## src/rtl/id_stage_pkg.sv

```systemverilog
`default_nettype none
// ============================================================================
// Module      : id_stage_pkg
// Description : Shared opcodes, ALU / operand-A codes and ID/EX record types
//               for the RV32I decode stage.
// Revision    : 1.0 - initial release
// ============================================================================
package id_stage_pkg;

  localparam logic [6:0] c_op_r      = 7'b0110011;
  localparam logic [6:0] c_op_i      = 7'b0010011;
  localparam logic [6:0] c_op_load   = 7'b0000011;
  localparam logic [6:0] c_op_store  = 7'b0100011;
  localparam logic [6:0] c_op_branch = 7'b1100011;
  localparam logic [6:0] c_op_jal    = 7'b1101111;
  localparam logic [6:0] c_op_jalr   = 7'b1100111;
  localparam logic [6:0] c_op_lui    = 7'b0110111;
  localparam logic [6:0] c_op_auipc  = 7'b0010111;

  localparam logic [1:0] c_a_rs1  = 2'd0;
  localparam logic [1:0] c_a_pc   = 2'd1;
  localparam logic [1:0] c_a_zero = 2'd2;

  localparam logic [31:0] c_reset_sp = 32'h1001_03FC;
  localparam logic [31:0] c_reset_gp = 32'h1001_8000;

  typedef enum logic [3:0] {
    ALU_ADD  = 4'd0,
    ALU_SUB  = 4'd1,
    ALU_SLL  = 4'd2,
    ALU_SLT  = 4'd3,
    ALU_SLTU = 4'd4,
    ALU_XOR  = 4'd5,
    ALU_SRL  = 4'd6,
    ALU_SRA  = 4'd7,
    ALU_OR   = 4'd8,
    ALU_AND  = 4'd9
  } alu_op_t;

  typedef struct packed {
    alu_op_t    alu_op;
    logic [1:0] a_sel;
    logic       b_imm;
    logic       regwrite;
    logic       memread;
    logic       memwrite;
    logic       branch;
    logic       jal;
    logic       jalr;
  } ctrl_t;

  typedef struct packed {
    logic        valid;
    logic [31:0] pc;
    logic [31:0] rs1_val;
    logic [31:0] rs2_val;
    logic [31:0] imm;
    logic [4:0]  rs1;
    logic [4:0]  rs2;
    logic [4:0]  rd;
    logic [2:0]  funct3;
    ctrl_t       ctrl;
  } idex_t;

  // 'alt' carries instr[30] where it selects SUB or SRA
  function automatic alu_op_t f_alu_op(input logic [2:0] funct3, input logic alt);
    case (funct3)
      3'b000:  return alt ? ALU_SUB : ALU_ADD;
      3'b001:  return ALU_SLL;
      3'b010:  return ALU_SLT;
      3'b011:  return ALU_SLTU;
      3'b100:  return ALU_XOR;
      3'b101:  return alt ? ALU_SRA : ALU_SRL;
      3'b110:  return ALU_OR;
      default: return ALU_AND;
    endcase
  endfunction

endpackage
`default_nettype wire

```

## src/rtl/id_stage_reg_file.sv

```systemverilog
`default_nettype none
// ============================================================================
// Module      : reg_file
// Description : 32x32 architectural register file, two operand read ports,
//               one debug read port, write-first bypass, x0 hardwired to 0.
// Revision    : 1.0 - initial release
// ============================================================================
module reg_file #(
  parameter logic [31:0] RESET_SP = 32'h1001_03FC,
  parameter logic [31:0] RESET_GP = 32'h1001_8000
) (
  input  logic        clockCPU,
  input  logic        reset,
  input  logic        we,
  input  logic [4:0]  wr_idx,
  input  logic [31:0] wr_data,
  input  logic [4:0]  rd_idx1,
  input  logic [4:0]  rd_idx2,
  input  logic [4:0]  dbg_idx,
  output logic [31:0] rd_data1,
  output logic [31:0] rd_data2,
  output logic [31:0] dbg_data
);

  logic [31:0] r_regs [32];

  always_ff @(posedge clockCPU or posedge reset) begin
    if (reset) begin
      for (int i = 0; i < 32; i++) r_regs[i] <= '0;
      r_regs[2] <= RESET_SP;
      r_regs[3] <= RESET_GP;
    end else if (we && (wr_idx != 5'd0)) begin
      r_regs[wr_idx] <= wr_data;
    end
  end

  // A read of the register being written this cycle sees the new value
  function automatic logic [31:0] f_read(input logic [4:0] idx);
    if (idx == 5'd0)
      return '0;
    else if (we && (wr_idx == idx))
      return wr_data;
    else
      return r_regs[idx];
  endfunction

  assign rd_data1 = f_read(rd_idx1);
  assign rd_data2 = f_read(rd_idx2);
  assign dbg_data = f_read(dbg_idx);

endmodule
`default_nettype wire

```

## src/rtl/id_stage.sv

```systemverilog
`default_nettype none
// ============================================================================
// Module      : id_stage
// Description : RV32I instruction decode: register file, decode, immediate
//               generation, load-use hazard detection and ID/EX register.
// Revision    : 1.0 - initial release
// ============================================================================
module id_stage
  import id_stage_pkg::*;
#(
  parameter logic [31:0] RESET_SP = c_reset_sp,
  parameter logic [31:0] RESET_GP = c_reset_gp
) (
  input  logic        clockCPU,
  input  logic        reset,
  input  logic        ifid_valid,
  input  logic [31:0] ifid_pc,
  input  logic [31:0] ifid_instr,
  input  logic        flush,
  input  logic        wb_we,
  input  logic [4:0]  wb_rd,
  input  logic [31:0] wb_data,
  output logic        stall,
  output logic        idex_valid,
  output logic [31:0] idex_pc,
  output logic [31:0] idex_rs1_val,
  output logic [31:0] idex_rs2_val,
  output logic [31:0] idex_imm,
  output logic [4:0]  idex_rs1,
  output logic [4:0]  idex_rs2,
  output logic [4:0]  idex_rd,
  output logic [2:0]  idex_funct3,
  output logic [3:0]  idex_alu_op,
  output logic [1:0]  idex_a_sel,
  output logic        idex_b_imm,
  output logic        idex_regwrite,
  output logic        idex_memread,
  output logic        idex_memwrite,
  output logic        idex_branch,
  output logic        idex_jal,
  output logic        idex_jalr,
  input  logic [4:0]  regin,
  output logic [31:0] regout
);

  logic [6:0]  w_opcode;
  logic [2:0]  w_funct3;
  logic [4:0]  w_rs1;
  logic [4:0]  w_rs2;
  logic [4:0]  w_rd;
  logic [31:0] w_rs1_val;
  logic [31:0] w_rs2_val;
  logic [31:0] w_imm_i;
  logic [31:0] w_imm_s;
  logic [31:0] w_imm_b;
  logic [31:0] w_imm_u;
  logic [31:0] w_imm_j;
  logic [31:0] w_imm;
  ctrl_t       w_ctrl;
  logic        w_legal;
  logic        w_use_rs1;
  logic        w_use_rs2;
  logic        w_hazard;
  logic        w_stall;
  logic        w_bubble;
  idex_t       w_next;
  idex_t       r_idex;

  assign w_opcode = ifid_instr[6:0];
  assign w_rd     = ifid_instr[11:7];
  assign w_funct3 = ifid_instr[14:12];
  assign w_rs1    = ifid_instr[19:15];
  assign w_rs2    = ifid_instr[24:20];

  reg_file #(
    .RESET_SP (RESET_SP),
    .RESET_GP (RESET_GP)
  ) u_reg_file (
    .clockCPU (clockCPU),
    .reset    (reset),
    .we       (wb_we),
    .wr_idx   (wb_rd),
    .wr_data  (wb_data),
    .rd_idx1  (w_rs1),
    .rd_idx2  (w_rs2),
    .dbg_idx  (regin),
    .rd_data1 (w_rs1_val),
    .rd_data2 (w_rs2_val),
    .dbg_data (regout)
  );

  assign w_imm_i = {{20{ifid_instr[31]}}, ifid_instr[31:20]};
  assign w_imm_s = {{20{ifid_instr[31]}}, ifid_instr[31:25], ifid_instr[11:7]};
  assign w_imm_b = {{19{ifid_instr[31]}}, ifid_instr[31], ifid_instr[7],
                    ifid_instr[30:25], ifid_instr[11:8], 1'b0};
  assign w_imm_u = {ifid_instr[31:12], 12'b0};
  assign w_imm_j = {{11{ifid_instr[31]}}, ifid_instr[31], ifid_instr[19:12],
                    ifid_instr[20], ifid_instr[30:21], 1'b0};

  always_comb begin
    w_ctrl    = '0;
    w_imm     = '0;
    w_legal   = 1'b0;
    w_use_rs1 = 1'b0;
    w_use_rs2 = 1'b0;
    case (w_opcode)
      c_op_r: begin
        w_legal         = 1'b1;
        w_use_rs1       = 1'b1;
        w_use_rs2       = 1'b1;
        w_ctrl.alu_op   = f_alu_op(w_funct3, ifid_instr[30]);
        w_ctrl.a_sel    = c_a_rs1;
        w_ctrl.regwrite = 1'b1;
      end
      c_op_i: begin
        w_legal         = 1'b1;
        w_use_rs1       = 1'b1;
        w_imm           = w_imm_i;
        // Only SRAI uses instr[30]; for ADDI it is immediate data
        w_ctrl.alu_op   = f_alu_op(w_funct3, (w_funct3 == 3'b101) && ifid_instr[30]);
        w_ctrl.b_imm    = 1'b1;
        w_ctrl.regwrite = 1'b1;
      end
      c_op_load: begin
        w_legal         = 1'b1;
        w_use_rs1       = 1'b1;
        w_imm           = w_imm_i;
        w_ctrl.b_imm    = 1'b1;
        w_ctrl.regwrite = 1'b1;
        w_ctrl.memread  = 1'b1;
      end
      c_op_store: begin
        w_legal         = 1'b1;
        w_use_rs1       = 1'b1;
        w_use_rs2       = 1'b1;
        w_imm           = w_imm_s;
        w_ctrl.b_imm    = 1'b1;
        w_ctrl.memwrite = 1'b1;
      end
      c_op_branch: begin
        w_legal         = 1'b1;
        w_use_rs1       = 1'b1;
        w_use_rs2       = 1'b1;
        w_imm           = w_imm_b;
        w_ctrl.alu_op   = ALU_SUB;
        w_ctrl.branch   = 1'b1;
      end
      c_op_jal: begin
        w_legal         = 1'b1;
        w_imm           = w_imm_j;
        w_ctrl.a_sel    = c_a_pc;
        w_ctrl.b_imm    = 1'b1;
        w_ctrl.regwrite = 1'b1;
        w_ctrl.jal      = 1'b1;
      end
      c_op_jalr: begin
        w_legal         = 1'b1;
        w_use_rs1       = 1'b1;
        w_imm           = w_imm_i;
        w_ctrl.a_sel    = c_a_pc;
        w_ctrl.b_imm    = 1'b1;
        w_ctrl.regwrite = 1'b1;
        w_ctrl.jalr     = 1'b1;
      end
      c_op_lui: begin
        w_legal         = 1'b1;
        w_imm           = w_imm_u;
        w_ctrl.a_sel    = c_a_zero;
        w_ctrl.b_imm    = 1'b1;
        w_ctrl.regwrite = 1'b1;
      end
      c_op_auipc: begin
        w_legal         = 1'b1;
        w_imm           = w_imm_u;
        w_ctrl.a_sel    = c_a_pc;
        w_ctrl.b_imm    = 1'b1;
        w_ctrl.regwrite = 1'b1;
      end
      default: begin
        w_legal = 1'b0;
      end
    endcase
  end

  // Load-use: only source fields the instruction really reads can match
  assign w_hazard = ifid_valid && r_idex.valid && r_idex.ctrl.memread &&
                    (r_idex.rd != 5'd0) &&
                    ((w_use_rs1 && (w_rs1 == r_idex.rd)) ||
                     (w_use_rs2 && (w_rs2 == r_idex.rd)));
  assign w_stall  = w_hazard && !flush;
  assign stall    = w_stall;

  assign w_bubble = flush || w_stall || !ifid_valid || !w_legal;

  always_comb begin
    w_next         = '0;
    w_next.valid   = 1'b1;
    w_next.pc      = ifid_pc;
    w_next.rs1_val = w_rs1_val;
    w_next.rs2_val = w_rs2_val;
    w_next.imm     = w_imm;
    w_next.rs1     = w_rs1;
    w_next.rs2     = w_rs2;
    w_next.rd      = w_rd;
    w_next.funct3  = w_funct3;
    w_next.ctrl    = w_ctrl;
  end

  always_ff @(posedge clockCPU or posedge reset) begin
    if (reset)
      r_idex <= '0;
    else if (w_bubble)
      r_idex <= '0;
    else
      r_idex <= w_next;
  end

  assign idex_valid    = r_idex.valid;
  assign idex_pc       = r_idex.pc;
  assign idex_rs1_val  = r_idex.rs1_val;
  assign idex_rs2_val  = r_idex.rs2_val;
  assign idex_imm      = r_idex.imm;
  assign idex_rs1      = r_idex.rs1;
  assign idex_rs2      = r_idex.rs2;
  assign idex_rd       = r_idex.rd;
  assign idex_funct3   = r_idex.funct3;
  assign idex_alu_op   = r_idex.ctrl.alu_op;
  assign idex_a_sel    = r_idex.ctrl.a_sel;
  assign idex_b_imm    = r_idex.ctrl.b_imm;
  assign idex_regwrite = r_idex.ctrl.regwrite;
  assign idex_memread  = r_idex.ctrl.memread;
  assign idex_memwrite = r_idex.ctrl.memwrite;
  assign idex_branch   = r_idex.ctrl.branch;
  assign idex_jal      = r_idex.ctrl.jal;
  assign idex_jalr     = r_idex.ctrl.jalr;

endmodule
`default_nettype wire

```

## config.mk

```make
export PLATFORM = sky130hd
export DESIGN_NAME = id_stage
export DESIGN_NICKNAME = d
export VERILOG_FILES = /design/src/rtl/id_stage_pkg.sv /design/src/rtl/id_stage_reg_file.sv /design/src/rtl/id_stage.sv
export SDC_FILE = /design/constraint.sdc
export NUM_CORES = 2
export LEC_CHECK = 0
export CORE_AREA = 2 2 422 424
export DETAILED_ROUTE_END_ITERATION = 10
export DIE_AREA = 0 0 424 426
export PLACE_DENSITY = 0.53
export SLEW_MARGIN = 40
export SYNTH_ARGS = -nofsm -noshare
export SYNTH_HDL_FRONTEND = slang
export SYNTH_HIERARCHICAL = 1
export SYNTH_SLANG_ARGS = --single-unit
```

## constraint.sdc

```tcl
create_clock -name clockCPU -period 108.5 [get_ports clockCPU]
set_clock_uncertainty 0.2 [all_clocks]
set_input_delay 27.125 -clock clockCPU [delete_from_list [all_inputs] [get_ports clockCPU]]
set_output_delay 27.125 -clock clockCPU [all_outputs]
set_load 0.1 [all_outputs]
```

==> qor.txt <==
Reg2reg path depth: 6
Fin util: 0.449
Area leader, netlist: dfrtp_1
GRT Residual Overflow: 0
H-tree depth: 4
Vias/cell: 6.78
Iter 0 DRT Violations: 6611
Most common cell in the netlist: dfrtp_1
Initial antenna violation count: 23
Nets: 5332
VDD IR-drop max: 0.0000164 V
Dpl cell area: 0.0742 mm²
Type of origin of the critical path: input port
Post-CTS Setup Inserts: 0
Unrepaired setup endpoints after global routing: no
Total track usage: 0.322
Critical Path Most Common Cell: buf_4
IO buf count: 303
Unique masters post-synth: 72
Yosys top cell area share: 0.419
Synth top cells by count: dfrtp_1 (1171), mux2_2 (1103), mux4_2 (571), mux2i_1 (337), clkbuf_1 (296)
Pin count of the biggest net entering global routing: 128
CTS clock-pin slew for the worst setup and hold paths: 60 ps
Hold slack final: 218 ps
Power Total: 1.39 mW
CP peak stage delay: 630 ps
Sequential-to-total area share from yosys stat: 0.424
Synth top area cells: dfrtp_1 (42%), mux4_2 (18%), mux2_2 (18%)
Vias: 52100
Num CTS Buffers: 139
Pins Over Slew Limit: 0
Die W: 424 µm
Synthesis Warnings: 6
Final Cell Area: 0.0789 mm²
Detailed-route DRC error count: 0
Pwr per Cell Area: 17.6 mW/mm²
WS Path Type: in2out
Tcrit/Tclk final: 0.544
Worst Max-Slew Pin Slew: 970 ps
CTS resizes: 0
Critical Path RT: 81180 ps
Leak: 34.4 nW
Worst r2r src: idex_rd[3]
R2r endpoint: idex_rs1_val[27]
Fmax: 0.0169 GHz
Chip height: 426 µm
Count of flip-flops with a built-in enable after synthesis: 0
XOR/XNOR Fraction of Synth Area: 0.00313
CTS tree: yes
Flop2flop setup slack: 105800 ps
Cell Chain, Critical Path: buf_8 -> buf_4 -> buf_6 -> xnor2_1 -> nand4_1 -> or2_2 -> buf_4 -> nand2_1 -> o21ai_1 -> buf_2
Compound-cell area share of the yosys netlist: 0.0746
Top_reg_cell synth: dfrtp_1
GPL Wtd Cong: 0.851
Slew Limit Headroom: 0.353
DIE AREA: 0.181 mm²
Tmin final: 59010 ps
Endpoints failing hold: 0
Status: finished clean
Main combinational cell family by area after synthesis: multiplexers
First-pass GRT wire length: 411000 µm
Endpoint type of the worst setup path: primary output
Worst path slowest cell: buf_4
Final HPWL DP: 174000 µm
Clock sink total: 1184
Multiplexer area fraction after synthesis: 0.411
Skew-Pair Late Insertion Delay: 820 ps
Adder-Cell Fraction of Synth Area: 0
Crit. Startpoint: regin[1]
Clock root buffer: clkbuf_16
Filler cell count: 16000
Share of layout cells above drive strength 1: 0.454
Routed wire length: 294000 µm
Ys async rst share: 1.00
Setup crit end: regout[7]
Area delta synth->final: 12.8%
Post-Synthesis Cells: 5172
Post-synth net total: 5283
Hold bufs inserted after CTS: 0
Final setup TNS: 0 ps
Number of global-route vias before repair: 51000
Hold crit path type: reg2reg
WP data arrival: 31690 ps
Clock Path Buffers: 3
Final setup violation count: 0
Pre-antenna DRT Iters: 5
Antenna viol nets, final: 0
Crit path max fanout: 63
Ports: 304
Yosys reg bits: 1184
Syn Area/Cell: 13.5 µm²
Routed len/inst: 38.3 µm
Max-cap violations: 0
Rows: 154
Effective utilization at floorplan: 0.398
Core ar.: 0.176 mm²
Post-Syn Area: 0.0700 mm²
Synth Area in Simple Gates: 0.0449
==> per-stage QoR <==
| step | std cells | worst slack, ps |
|---|---|---|
| final | 7683 | 49490 |
| after floorplan | 5172 | 50620 |
| after detailed placement | 7415 | 49360 |
| after global routing | 7674 | 49430 |
| after CTS | 7661 | 49350 |
| after global placement | 7403 | 48370 |
==> placed cells by master, fill, tap and decap left out, types with 9 or more instances in the layout <==
cell type | synthesis | layout
dfrtp_1 | 1171 | 1171
mux2_2 | 1103 | 1103
mux4_2 | 571 | 571
mux2i_1 | 337 | 337
buf_2 | 137 | 196
buf_4 | 66 | 165
a22oi_1 | 140 | 140
clkbuf_16 | 0 | 140
and3_1 | 138 | 136
o22ai_1 | 117 | 117
a21oi_1 | 111 | 111
clkdlybuf4s50_1 | 0 | 95
nand2_1 | 111 | 92
o21ai_0 | 91 | 89
nor2_1 | 107 | 87
nor3_1 | 75 | 72
a221oi_1 | 48 | 48
a211oi_1 | 41 | 41
a221o_1 | 38 | 38
o211ai_1 | 33 | 33
clkinv_2 | 0 | 33
nand3_1 | 28 | 27
o22a_1 | 27 | 27
buf_6 | 30 | 26
clkbuf_1 | 296 | 25
nor2b_1 | 33 | 24
clkbuf_8 | 0 | 21
nor2_4 | 0 | 20
diode_2 | 0 | 17
xnor2_1 | 16 | 16
nand4_1 | 16 | 16
nand2b_1 | 19 | 16
a2111oi_0 | 15 | 15
nor4_1 | 15 | 13
dfstp_2 | 13 | 13
buf_8 | 4 | 12
xor2_1 | 9 | 9
nand2_4 | 0 | 9
o2bb2ai_1 | 9 | 9
==> cell families (layout without fill, tap and decap cells) <==
group | count (synthesis) | count (layout)
AO/OA/AOI/OAI | 743 | 743
XOR/XNOR | 25 | 25
buffers and inverters | 608 | 762
multiplexers | 2015 | 2015
AND/OR/NAND/NOR | 597 | 597
other | 0 | 17
flip-flops | 1184 | 1184
==> worst min-delay path by stage <==
stage                              end  depth (start not counted)                     from
2_1_floorplan  u_reg_file/r_regs[1002]                          1  u_reg_file/r_regs[1002]
3_3_place_gp   u_reg_file/r_regs[1011]                          0  u_reg_file/r_regs[1011]
3_5_place_dp    u_reg_file/r_regs[996]                          0   u_reg_file/r_regs[996]
4_1_cts        u_reg_file/r_regs[1007]                          0  u_reg_file/r_regs[1007]
5_1_grt        u_reg_file/r_regs[1016]                          0  u_reg_file/r_regs[1016]
6_report       u_reg_file/r_regs[1016]                          0  u_reg_file/r_regs[1016]
==> final cells by class <==
| class | count | area (µm²) | area share |
|---|---|---|---|
| Multi-Input combinational cell | 3380 | 37800 | 0.479 |
| Sequential cell | 1184 | 29600 | 0.376 |
| Timing Repair Buffer | 505 | 3890 | 0.0493 |
| Clock buffer | 185 | 3870 | 0.0491 |
| Tap cell | 2340 | 2930 | 0.0371 |
| Clock inverter | 61 | 644 | 0.00816 |
| Inverter | 11 | 66.3 | 0.000840 |
| Antenna cell | 17 | 42.5 | 0.000539 |
==> layer usage <==
layer / share of wire / GRT usage
met1: 0.40 / 0.434
met2: 0.45 / 0.485
met3: 0.095 / 0.0696
met4: 0.060 / 0.173
met5: 0.000048 / 0
==> sequential cells by signal (all words and copies together) (netlist names), 2 cells and up <==
name and cells:
u_reg_file/r_regs 1024, idex_imm 32, idex_pc 32, idex_rs1_val 32, idex_rs2_val 32, idex_rd 5
idex_rs1 5, idex_rs2 5, idex_alu_op 4, idex_funct3 3, idex_a_sel 2
==> critical path: cells and delay by family <==
kind | cells | cell delay, ps
simple gates | 3 | 800
xor+xnor | 1 | 150
compound gates | 1 | 560
buf+inv | 5 | 2850
==> power breakdown <==
group	switching (mW)	leakage, nW	internal [mW]	total, mW
clock network	0.204	2.23	0.271	0.475
registers	0.0732	15.3	0.515	0.589
logic	0.156	16.8	0.173	0.329
total	0.433	34.4	0.960	1.39
Note: power is estimated with default switching activity, not from simulation.
